[src/rtl/clk_div_multi_pkg.sv]
// clk_div_multi_pkg: shared defaults and divisor helpers for the multi-channel clock divider.
package clk_div_multi_pkg;
    localparam int DIV_W_DEF   = 16;
    localparam int DEF_DIV_DEF = 10;
    localparam int MIN_DIV     = 2;

    function automatic logic [31:0] clamp_div(input logic [31:0] d);
        return (d < 32'(MIN_DIV)) ? 32'(MIN_DIV) : d;
    endfunction

    // High phase length ceil(D/2), widened so D near full scale cannot wrap
    function automatic logic [31:0] half_div(input logic [31:0] d);
        return 32'(({1'b0, d} + 33'd1) >> 1);
    endfunction
endpackage

[src/rtl/clk_div_chan.sv]
// clk_div_chan: one programmable divider channel with shadowed divisor and graceful stop.
module clk_div_chan
    import clk_div_multi_pkg::*;
#(
    parameter int DIV_W   = DIV_W_DEF,
    parameter int DEF_DIV = DEF_DIV_DEF
) (
    input  logic             clk,
    input  logic             rst,
    input  logic             en,
    input  logic             sync,
    input  logic             we,
    input  logic [DIV_W-1:0] wdata,
    output logic             div_clk,
    output logic             tick,
    output logic             pending
);
    logic [DIV_W-1:0] cnt, d, shadow, cnt_inc, h, cw;
    logic running, wrap, start, restart, to_shadow;

    assign cnt_inc   = cnt + 1'b1;
    assign h         = DIV_W'(half_div(32'(d)));
    assign cw        = DIV_W'(clamp_div(32'(wdata)));
    assign wrap      = running && (cnt == d - 1'b1);
    assign start     = en && (sync || !running);
    assign restart   = start || wrap;
    // A write lands in the shadow whenever the channel is, or is about to be, running under sync
    assign to_shadow = running || (sync && en);

    always_ff @(posedge clk or negedge rst) begin
        if (!rst) begin
            cnt     <= '0;
            d       <= DIV_W'(DEF_DIV);
            shadow  <= DIV_W'(DEF_DIV);
            pending <= 1'b0;
            running <= 1'b0;
            div_clk <= 1'b0;
            tick    <= 1'b0;
        end else begin
            if (restart) begin
                cnt     <= '0;
                div_clk <= en;
                tick    <= en;
                running <= en;
            end else if (running) begin
                cnt     <= cnt_inc;
                div_clk <= cnt_inc < h;
                tick    <= 1'b0;
            end
            if (we && to_shadow) begin
                shadow  <= cw;
                pending <= 1'b1;
                if (restart && pending) d <= shadow;
            end else if (we) begin
                d       <= cw;
                shadow  <= cw;
                pending <= 1'b0;
            end else if (restart && pending) begin
                d       <= shadow;
                pending <= 1'b0;
            end
        end
    end
endmodule

[src/rtl/clk_div_multi.sv]
// clk_div_multi: N independent programmable clock dividers with shared sync and config bus.
module clk_div_multi
    import clk_div_multi_pkg::*;
#(
    parameter int N_CH    = 4,
    parameter int DIV_W   = DIV_W_DEF,
    parameter int DEF_DIV = DEF_DIV_DEF,
    localparam int CW     = (N_CH > 1) ? $clog2(N_CH) : 1
) (
    input  logic             I_CLK,
    input  logic             rst,
    input  logic [N_CH-1:0]  en,
    input  logic             sync,
    input  logic             cfg_we,
    input  logic [CW-1:0]    cfg_ch,
    input  logic [DIV_W-1:0] cfg_div,
    output logic [N_CH-1:0]  cfg_pending,
    output logic [N_CH-1:0]  O_CLK,
    output logic [N_CH-1:0]  O_TICK
);
    for (genvar i = 0; i < N_CH; i++) begin : g_ch
        // Out-of-range channel numbers match no instance and are dropped
        clk_div_chan #(.DIV_W(DIV_W), .DEF_DIV(DEF_DIV)) u_chan (
            .clk     (I_CLK),
            .rst     (rst),
            .en      (en[i]),
            .sync    (sync),
            .we      (cfg_we && (cfg_ch == CW'(i))),
            .wdata   (cfg_div),
            .div_clk (O_CLK[i]),
            .tick    (O_TICK[i]),
            .pending (cfg_pending[i])
        );
    end
endmodule

[config.mk]
export PLATFORM = sky130hd
export DESIGN_NAME = clk_div_multi
export DESIGN_NICKNAME = d
export VERILOG_FILES = /design/src/rtl/clk_div_multi_pkg.sv /design/src/rtl/clk_div_chan.sv /design/src/rtl/clk_div_multi.sv
export SDC_FILE = /design/constraint.sdc
export NUM_CORES = 1
export LEC_CHECK = 0
export ABC_AREA = 0
export CAP_MARGIN = 30
export CORE_UTILIZATION = 38
export DETAILED_ROUTE_END_ITERATION = 12
export GPL_ROUTABILITY_DRIVEN = 0
export GPL_TIMING_DRIVEN = 0
export MAX_ROUTING_LAYER = met4
export PLACE_DENSITY = 0.65
export REMOVE_ABC_BUFFERS = 1
export SLEW_MARGIN = 40
export SYNTH_ARGS = -nofsm -noshare
export SYNTH_HDL_FRONTEND = slang
export SYNTH_SLANG_ARGS = --single-unit
[constraint.sdc]
create_clock -name I_CLK -period 4.1 [get_ports I_CLK]
set_input_delay 0.82 -clock I_CLK [delete_from_list [all_inputs] [get_ports I_CLK]]
set_output_delay 0.82 -clock I_CLK [all_outputs]
set_load 0.02 [all_outputs]
==> flow_summary.toml, run 1 <==
[floorplanning]
io_pins = 38
die_area_um2 = 40800
initial_core_util = 0.389
die_y_um = 202
row_count = 72
core_um2 = 39100
dieWidth_um = 202

[timing]
max_freq_ghz = 0.257
slew_viol_final = 0
slew_headroom = 0.454
fin_crit_sh = 0.950
fin_skew_ps = 20.5
min_period_ps = 3890
setup_slack_ps = 206
finalHoldViolations = 0
setup_viol = 0
worstMarginPinSlew_ps = 813
worst_hold_slack_ps = 132
tns_ps = 0
rsz0062_at_grt = "false"

[place]
port_buffers = 37
postPlaceCellArea_um2 = 15800
place_hpwl_mm = 26.1
dp_slack_ps = 255
placed_cells = 2138

[power_and_ir_drop]
power_per_cell_area_nw_per_um2 = 515
p_leak_nw = 7.10
p_total_mw = 8.58
ir_worst_vdd_v = 0.000290

[flow_run]
cap_violations = 0

[grt]
grtUsageMet1 = 0.257
grt_overflow = 0
grt_pass1_wl_mm = 61.6
grt_pass1_vias = 11727
met2_usage = 0.284
busiest_layer = "met2"
track_usage = 0.186
antenna_found_initial = 0
grt_max_degree = 72
grt_use_met3 = 0.0268

[synth]
yosysWarnings = 0
syn_avg_cell_area_um2 = 8.76
syn_inst = 1736
synth_area_um2 = 15200
synth_edf_count = 0
synth_seq_cells = 208
yosysTopAreaCell = "dfrtp_1"
yosysUniqueCellTypes = 84
ys.flop_type = "dfrtp_1"
synth_area_leaders = "dfrtp_1 (32%), xor2_1 (7.8%), ha_1 (5.9%), xnor2_1 (5.3%), nand2_1 (4.6%)"
yosysTopAreaCellShare = 0.316
yosysSeqAreaShare = 0.343
async_reset_ff_frac = 1.00

[clock_tree]
clk_pin_slew_ps = 60
ctsResizeCount = 0
post_cts_buffers = 0
cts.path.max_buffers = 3
clock_latency_ps = 550
cts_tree = "yes"
cts_hold_buf = 0
cts.sinks = 208
numCtsBuffers = 24
cts_max_level = 1
root_buffer = "clkbuf_16"

[routing]
vias_per_cell = 5.63
num_vias = 12277
drcViolationCount = 0
first_pass_iters = 5
totalWireLength_mm = 37.0
final_antenna_net_count = 0
routedWlPerCell_um = 17.0
drtIter0Drc = 652

[critical_path]
critPathSlowestCell = "or4_1"
reg2reg_slack_ps = 210
max_stage_delay_ps = 710
crit_fanout = 13
reg2reg_to = "g_ch[2].u_chan.pending$_DFFE_PN0P_"
cp.arrival_ps = 4320
cp.required_ps = 4530
end_kind = "flop"
rr_startpoint = "g_ch[2].u_chan.d[5]$_DFF_PN0_"
r2r_cells = 9
critPathBufInv = 1
cp-start-kind = "flop"
crit_type = "reg -> reg"
path_delay_family = "simple AND/OR/NAND/NOR gates"
crit_chain = "or4_1 > or4_4 > xnor2_1 > nor4b_1 > and3_1 > nor4bb_4 > buf_4 > nor4bb_1 > a311o_1"

[final_layout]
finish.utilization = 0.426
regArea_um2 = 5230
drive_above_1_share = 0.107
fillers = 3883
final_area_um2 = 16700
layout_common_cells = "dfrtp_1 (190), nand2_1 (184), xor2_1 (136)"
diodes = 0
nNetsFinal = 1744
layout_commonest_cell = "dfrtp_1"
multiInputGateArea_um2 = 9220
area_growth_pct = 9.51
final_cells = 2182

[status]
status = "completed"

[min_path]
hold_class = "in -> async"
final cells by class:
class / count / area share
multi-input cells: 1329 / 0.553
flip-flops and latches: 208 / 0.314
clock buffers: 30 / 0.0399
well taps: 518 / 0.0389
repair buffers: 55 / 0.0367
clock inverters: 14 / 0.0112
inverters: 28 / 0.00631
cells in the mapped netlist (18+ instances only):
cell type	instances
xnor2_1	92
dfrtp_1	192
nand3_1	70
nor4_1	29
and3_1	48
a21boi_0	18
a21oi_1	38
nand4_1	46
xor2_1	136
inv_1	27
nand2_1	185
or3_1	19
o21ai_0	66
nor2_1	115
clkbuf_1	108
mux2_2	44
buf_1	18
nor3_1	60
mux2i_1	23
a31o_2	19
ha_1	72
power by group:
| part | internal, mW | leakage (nW) | switching [mW] |
|---|---|---|---|
| Combinational | 1.43 | 4.11 | 1.50 |
| Clock | 1.40 | 0.403 | 0.923 |
| Sequential | 2.49 | 2.60 | 0.832 |
| Total | 5.32 | 7.10 | 3.26 |
metal layers:
metal / routed length (um) / part of all wire
met3: 1660 / 0.045
met2: 16700 / 0.45
met1: 17800 / 0.48
met4: 909 / 0.025
met5: 0 / 0
cell families (layout without fill, tap and decap cells):
logic type,Yosys count,after routing,synth area share
AOI/OAI and AO/OA,284,284,0.131
xor gates and xnor gates,228,228,0.131
adders and majority gates,72,72,0.0592
buffers and inverters,199,127,0.0576
DFF,208,208,0.343
muxes,67,67,0.0477
and+or+nand+nor,678,678,0.230
state kept, by name, indices dropped and copies added (netlist names):
register             count
g_ch.u_chan.cnt         64
g_ch.u_chan.d           64
g_ch.u_chan.div_clk      4
g_ch.u_chan.pending      4
g_ch.u_chan.running      4
g_ch.u_chan.shadow      64
g_ch.u_chan.tick         4
how the worst max path moves through the flow:
stage                                         end                          start  slack (ps)  cells past startpoint
4_1_cts        g_ch[2].u_chan.pending$_DFFE_PN0P_  g_ch[2].u_chan.d[5]$_DFF_PN0_         270                      9
6_report       g_ch[2].u_chan.pending$_DFFE_PN0P_  g_ch[2].u_chan.d[5]$_DFF_PN0_         210                      9
5_1_grt             g_ch[1].u_chan.d[6]$_DFF_PN0_  g_ch[1].u_chan.d[2]$_DFF_PN0_          70                      9
3_5_place_dp       g_ch[2].u_chan.d[11]$_DFF_PN0_                      cfg_ch[0]         260                      7
3_3_place_gp    g_ch[1].u_chan.cnt[3]$_DFFE_PN0P_                            rst       -6840                      1
2_1_floorplan  g_ch[2].u_chan.pending$_DFFE_PN0P_  g_ch[2].u_chan.d[5]$_DFF_PN0_        -100                      8
(Power assumes the default switching activity.)
==> run 2, diff against run 1 <==
--- a/config.mk
+++ b/config.mk
@@ -6,8 +6,9 @@
 export NUM_CORES = 1
 export LEC_CHECK = 0
 export ABC_AREA = 0
-export CAP_MARGIN = 30
+export CAP_MARGIN = 15
 export CORE_UTILIZATION = 38
+export CTS_CLUSTER_SIZE = 10
 export DETAILED_ROUTE_END_ITERATION = 12
 export GPL_ROUTABILITY_DRIVEN = 0
 export GPL_TIMING_DRIVEN = 0
==> run 2 against run 1 <==
Against the previous run:
- cell area down 0.56%
- clock power fell by 9.9%
- sequential share of layout area increased by 0.18 points
- core utilization shrank 0.24 points
- critical path type unchanged
- clock-buffer cell count increased by 14
- critical endpoint unchanged
- combinational power barely moved
- wire length fell by 0.22%
- sequential power hardly changed
- total power fell by 2.6%
==> flow_summary.toml, run 2 (same netlist as run 1, synthesis figures left out) <==
[grt]
grt_use_met3 = 0.0289
grt_pass1_vias = 11892
antenna_found_initial = 0
grt_pass1_wl_mm = 61.8
met2_usage = 0.286
grt_max_degree = 72
grt_overflow = 0
grtUsageMet1 = 0.256
track_usage = 0.186
busiest_layer = "met2"

[place]
place_hpwl_mm = 26.0
placed_cells = 2138
port_buffers = 37

[timing]
slew_viol_final = 0
setup_viol = 0
finalHoldViolations = 0
fin_crit_sh = 0.934
max_freq_ghz = 0.261
worst_hold_slack_ps = 116
tns_ps = 0
slew_headroom = 0.428
min_period_ps = 3830
rsz0062_at_grt = "false"
fin_skew_ps = 20.1
worstMarginPinSlew_ps = 856

[final_layout]
diodes = 0
nNetsFinal = 1745
layout_common_cells = "dfrtp_1 (190), nand2_1 (184), xor2_1 (136)"
area_growth_pct = 8.89
drive_above_1_share = 0.101
layout_commonest_cell = "dfrtp_1"
final_cells = 2184
reg_top3 = "g_ch.u_chan.cnt: 64 flops, g_ch.u_chan.d: 64 flops, g_ch.u_chan.shadow: 64 flops"
finish.utilization = 0.424

[critical_path]
cp.required_ps = 4550
rr_startpoint = "g_ch[2].u_chan.d[5]$_DFF_PN0_"
cp.arrival_ps = 4270
crit_type = "reg -> reg"
crit_path_end = "g_ch[2].u_chan.pending$_DFFE_PN0P_"
reg2reg_slack_ps = 270
end_kind = "flop"
r2r_cells = 9
cp-startpoint = "g_ch[2].u_chan.d[5]$_DFF_PN0_"
reg2reg_to = "g_ch[2].u_chan.pending$_DFFE_PN0P_"
crit_fanout = 13
cp-start-kind = "flop"

[power_and_ir_drop]
power_per_cell_area_nw_per_um2 = 504
p_leak_nw = 7.06
ir_worst_vdd_v = 0.000353

[clock_tree]
cts_hold_buf = 0
cts.sinks = 208
cts.path.max_buffers = 3
cts_max_level = 1
ctsResizeCount = 0
cts_tree = "yes"
clk_pin_slew_ps = 60
root_buffer = "clkbuf_16"
post_cts_buffers = 0
numCtsBuffers = 25
clock_latency_ps = 560

[floorplanning]
initial_core_util = 0.389
core_um2 = 39100
io_pins = 38
die_area_um2 = 40800
row_count = 72
dieWidth_um = 202
die_y_um = 202

[routing]
drcViolationCount = 0
first_pass_iters = 7
drtIter0Drc = 684
routedWlPerCell_um = 16.9
vias_per_cell = 5.66
final_antenna_net_count = 0
num_vias = 12363
totalWireLength_mm = 36.9

[status]
status = "completed"

[min_path]
hold_class = "in -> async"

[flow_run]
cap_violations = 0
## run 2: cell types whose count changed in the layout (fill, tap and decap cells not counted), sizes merged
cell and change:
clkbuf +14, clkinvlp -5, clkinv -4, inv +1, bufinv -4
## run 2: how the worst min path moves through the flow
stage / start / to
after floorplan: g_ch[0].u_chan.shadow[3]$_DFFE_PN1P_ / g_ch[0].u_chan.shadow[3]$_DFFE_PN1P_
after global placement: g_ch[0].u_chan.shadow[3]$_DFFE_PN1P_ / g_ch[0].u_chan.shadow[3]$_DFFE_PN1P_
after global routing: rst / g_ch[3].u_chan.cnt[13]$_DFFE_PN0P_
after detailed placement: g_ch[0].u_chan.shadow[14]$_DFFE_PN0P_ / g_ch[0].u_chan.shadow[14]$_DFFE_PN0P_
after CTS: rst / g_ch[3].u_chan.cnt[13]$_DFFE_PN0P_
final: rst / g_ch[3].u_chan.cnt[13]$_DFFE_PN0P_
## run 2: final cells by class
class | instances | area (um2)
Clock buffer | 44 | 727
Clock inverter | 2 | 25.0
Fill cell | 3879 | 22500
Multi-Input combinational cell | 1329 | 9220
Timing Repair Buffer | 55 | 612
Tap cell | 518 | 648
Sequential cell | 208 | 5230
Inverter | 28 | 105
## run 2: metal layers
metal	vias to the layer above	routed length, um
met5	-	0
met4	0	833
met3	60	1840
met2	290	16700
met1	6060	17600
li1	5953	-
## run 2: worst max-delay path: stages (launching register included)
cell and delay [ps]:
dfrtp_1 520, or4_1 720, or4_4 570, xnor2_1 180, nor4b_1 430, and3_1 250, nor4bb_4 390, buf_4 260
nor4bb_1 70, a311o_1 330
## run 2: stage by stage
stage / instance area (um2) / power (mW) / setup slack [ps]
final: 16600 / 8.35 / 271
after global routing: 16600 / 8.95 / 95.2
after CTS: 16600 / 8.40 / 309
after detailed placement: 15800 / 6.25 / 233
after global placement: 15500 / 6.06 / -6840
after floorplan: 14400 / 5.35 / -96.8
## run 2: power breakdown
group	total, mW	switching (mW)	internal (mW)
registers	3.33	0.837	2.49
logic	2.93	1.50	1.43
clock network	2.10	0.898	1.20
total	8.35	3.23	5.12
==> RTL change 1: new RTL, config.mk and constraints of run 2 <==
Change the package constant `DIV_W_DEF` from 16 to 20.
--- a/src/rtl/clk_div_multi_pkg.sv
+++ b/src/rtl/clk_div_multi_pkg.sv
@@ -1,5 +1,5 @@
 // clk_div_multi_pkg: shared defaults and divisor helpers for the multi-channel clock divider.
 package clk_div_multi_pkg;
-    localparam int DIV_W_DEF   = 16;
+    localparam int DIV_W_DEF   = 20;
     localparam int DEF_DIV_DEF = 10;
     localparam int MIN_DIV     = 2;
Interface: changed (resized cfg_div); port bits go from 38 to 42. The function was not compared with the original's and may differ.
==> RTL change 1 against run 2 <==
First-iteration DRC count increased by 49%; clock power increased by 21%; total power increased by 26%; sequential power increased by 30%; sequential cell count increased by 48; non-clock buffer count increased by 16; utilization increased by 0.16 points; worst setup slack got worse by 0.013 ns; design area increased by 24%; wire length increased by 20%; area after synthesis increased by 23%.
==> RTL change 1: results (changes against run 2) <==
Run status: finished clean (unchanged). The cell count of the worst reg-to-reg path is 13 (was 9). The leakage component of the power came to 0.008381 uW (was 0.007064 uW). The number of search-and-repair iterations in the first detailed-routing pass came out at 5 (was 7). The flop and latch count out of synthesis was 256 (was 208). Regs by FF count: g_ch.u_chan.cnt (80), g_ch.u_chan.d (80), g_ch.u_chan.shadow (80) (was g_ch.u_chan.cnt (64), g_ch.u_chan.d (64), g_ch.u_chan.shadow (64)). The via count of the first global-routing pass came to 14280 (was 11890).

The clock buffer instance count of the final layout came out at 48 (was 44). The cell with the biggest individual delay on the critical path was sky130_fd_sc_hd__dfrtp_1 (was sky130_fd_sc_hd__or4_1). The cell internal power dissipation came to 6418 uW (was 5118 uW). The worst slew margin relative to its limit came out at 47.68% (was 42.78%). The count of routing violations after the opening detailed-route iteration is 1021 (was 684). The first element of the critical path is g_ch[3].u_chan.d[0] (was g_ch[2].u_chan.d[5]). The worst-case vdd ir drop came out at 0.0003712 V (was 0.0003533 V). The proportion of layout cells with a drive suffix above 1 came to 10.41% (was 10.08%). The clock latency on the worst-skew pair came out at 0.60 ns (was 0.56 ns). The post-layout net count came out at 2128 (was 1745).

The maximum cell stage delay along the critical path is 0.52 ns (was 0.72 ns). The post-detailed-route via-to-cell ratio was 5.461 (was 5.661). The clock buffer count from CTS came out at 31 (was 25). The count of plain and timing-repair buffers in the layout is 71 (was 55).

The maximum net fanout on the critical path came to 9 (was 13). The fraction of area in multi-input gates is 55.67% (was 55.66%). The number of distinct standard cells referenced by the synthesized netlist came out at 89 (was 84). The sequential share of the synthesized area is 34.38% (was 34.35%). The pin count of the biggest net entering global routing is 79 (was 72). The final wirelength came out at 44270 um (was 36940 um). The portion of the layout cell area used by clock cells came out at 4.534% (was 4.540%). The arrival time reported for the critical path endpoint came out at 4.29 ns (was 4.27 ns).

The sum of net half-perimeters after detailed placement is 32400 um (was 26050 um). The destination of the critical timing path is g_ch[3].u_chan.d[2] (was g_ch[2].u_chan.pending).
-- RTL change 1: what timing repair did --
action                     in CTS  in global routing
setup endpoints to repair      20                 38
buffers inserted                0                  6
gates resized for setup         2                  9
pin swaps                       0                  3
-- RTL change 1: power by group through the flow --
stage | combinational (uW) | sequential [uW] | clock [uW]
floorplan | 2820 | 3980 | 0
global placement | 3410 | 4300 | 0
detailed placement | 3600 | 4330 | 0
CTS | 3630 | 4300 | 2630
global route | 4130 | 4460 | 2730
finish | 3680 | 4330 | 2540
-- RTL change 1: cells by family after synthesis --
| logic type | share of synthesized area (%) |
|---|---|
| fa+ha+maj | 5.891 |
| mux | 9.018 |
| compound gates | 10.26 |
| buf+inv | 5.503 |
| flops | 34.38 |
| simple gates | 20.37 |
| xor+xnor | 14.57 |
-- RTL change 1: per-layer routing --
| metal | global-route usage (%) | part of all wire [%] | up-vias |
|---|---|---|---|
| li1 | - | - | 7086 |
| met1 | 24.41 | 47 | 7145 |
| met2 | 28.62 | 45 | 366 |
| met3 | 3.397 | 5.9 | 55 |
| met4 | 4.286 | 1.9 | 0 |
| met5 | - | 0 | - |
-- RTL change 1: per-stage QoR --
| stage | area [um^2] | cells | setup TNS [ns] | worst slack [ns] | hold WS (ns) |
|---|---|---|---|---|---|
| 4_1_cts | 20380 | 2677 | 0 | 0.03341 | 0.06448 |
| 6_report | 20480 | 2683 | 0 | 0.2578 | 0.09247 |
| 3_5_place_dp | 19440 | 2627 | -2.286 | -0.2765 | 0.4755 |
| 5_1_grt | 20480 | 2683 | 0 | 0.01284 | 0.08716 |
| 3_3_place_gp | 19050 | 2603 | -2291.46 | -8.601 | 0.4651 |
| 2_1_floorplan | 17820 | 1906 | -17.18 | -0.8397 | 0.4496 |
==> RTL change 2: new RTL, flow settings as in run 2 <==
Made on the original files. Add an input register stage for `en`, `sync`, `cfg_we`, `cfg_ch` and `cfg_div`; this delays them by one clock.
--- a/src/rtl/clk_div_multi.sv
+++ b/src/rtl/clk_div_multi.sv
@@ -19,4 +19,19 @@
     output logic [N_CH-1:0]  O_TICK
 );
+
+    logic [N_CH-1:0] en_q;
+    logic sync_q;
+    logic cfg_we_q;
+    logic [CW-1:0] cfg_ch_q;
+    logic [DIV_W-1:0] cfg_div_q;
+
+    always_ff @(posedge I_CLK) begin
+        en_q      <= en;
+        sync_q    <= sync;
+        cfg_we_q  <= cfg_we;
+        cfg_ch_q  <= cfg_ch;
+        cfg_div_q <= cfg_div;
+    end
+
     for (genvar i = 0; i < N_CH; i++) begin : g_ch
         // Out-of-range channel numbers match no instance and are dropped
@@ -24,8 +39,8 @@
             .clk     (I_CLK),
             .rst     (rst),
-            .en      (en[i]),
-            .sync    (sync),
-            .we      (cfg_we && (cfg_ch == CW'(i))),
-            .wdata   (cfg_div),
+            .en      (en_q[i]),
+            .sync    (sync_q),
+            .we      (cfg_we_q && (cfg_ch_q == CW'(i))),
+            .wdata   (cfg_div_q),
             .div_clk (O_CLK[i]),
             .tick    (O_TICK[i]),
Check against the original RTL: not equivalent (Yosys sat finds a counterexample within 4 cycles, from zero or initial values and one cycle with rst low).
==> RTL change 2 against run 2 <==
The run now ends with design-rule violations left; total power grew 6.3%; wire length decreased by 0.19%; design area grew 1.7%; die area is 0.23% higher; critical path depth shrank 1; worst setup slack got worse by 0.015 ns; clock power rose by 20%; sequential cell count increased by 24; non-clock buffer count fell by 2; final cell count grew 2.0%; combinational power fell by 5%; via count is 0.17% lower; area after synthesis increased by 0.24%.
==> RTL change 2: results (changes against run 2) <==
The fraction of area in multi-input gates is 52.35% (was 55.66%). The clock buffer instance count of the final layout came out at 49 (was 44). The post-detailed-route via-to-cell ratio is 5.542 (was 5.661). The arrival time reported for the critical path endpoint was 4.29 ns (was 4.27 ns).

The checks that failed: design-rule violations. The post-layout net count is 1777 (was 1745). The final total power came out at 8877 uW (was 8352 uW). The post-route DRC violation count is 2 (was 0). The clock buffer count from CTS is 29 (was 25). The portion of the layout cell area used by clock cells came out at 5.540% (was 4.540%).

Run status: finished, violations left (was finished clean). The pin count of the biggest net entering global routing came out at 65 (was 72). The global routing met1 resource utilization is 25.10% (was 25.62%). The sum of routed wire segments on met1 is 17290 um (was 17620 um). The maximum cell stage delay along the critical path came out at 0.58 ns (was 0.72 ns). The global-route met3 utilization came out at 2.822% (was 2.886%). The destination of the critical timing path is g_ch[0].u_chan.tick (was g_ch[2].u_chan.pending). The post-synthesis compound-gate area fraction is 15.41% (was 13.09%). The met2 track utilization from global routing was 29.40% (was 28.60%). The cell count of the worst reg-to-reg path was 8 (was 9). The detailed-route via count was 12340 (was 12360). The synthesized area per cell came out at 8.718 um^2 (was 8.763 um^2). The proportion of layout cells with a drive suffix above 1 is 8.284% (was 10.08%). The sum of net half-perimeters after detailed placement is 26570 um (was 26050 um).

The start of the worst register-to-register path was g_ch[0].u_chan.d[5] (was g_ch[2].u_chan.d[5]). The leakage component of the power came to 0.007235 uW (was 0.007064 uW). The sequential cell area in the final layout is 0.005707 mm^2 (was 0.005228 mm^2). The inverter count of the layout excluding clock inverters is 40 (was 28).

The post-layout worst setup margin came out at 0.2559 ns (was 0.2709 ns). The proportion of final cell area spent on non-clock buffers is 3.446% (was 3.694%). The worst slew margin relative to its limit came out at 45.41% (was 42.78%). The multiplexer share of the synthesized area is 1.854% (was 4.771%). The detail-routed net length per standard cell came out at 16.56 um (was 16.92 um).

The clock latency on the worst-skew pair is 0.58 ns (was 0.56 ns).
RTL change 2: changes by cell type in the layout (fill, tap and decap cells not counted), moves of 14 or more:
cell                      change
sky130_fd_sc_hd__o221a_2     +15
sky130_fd_sc_hd__mux2_2      -26
sky130_fd_sc_hd__o21ai_0     +61
sky130_fd_sc_hd__nor3_1      -25
sky130_fd_sc_hd__nand3_1     +30
sky130_fd_sc_hd__a31o_2      -17
sky130_fd_sc_hd__o22a_1      -15
sky130_fd_sc_hd__dfxtp_1     +24
sky130_fd_sc_hd__a22o_1      -14
sky130_fd_sc_hd__nor2_1      +18
sky130_fd_sc_hd__mux2i_1     -15
RTL change 2: per-stage QoR:
stage	utilization, %	cell area, um^2
finish	42.50	16850
global route	42.50	16850
CTS	42.46	16830
detailed placement	40.10	15900
global placement	39.39	15610
floorplan	-	14590
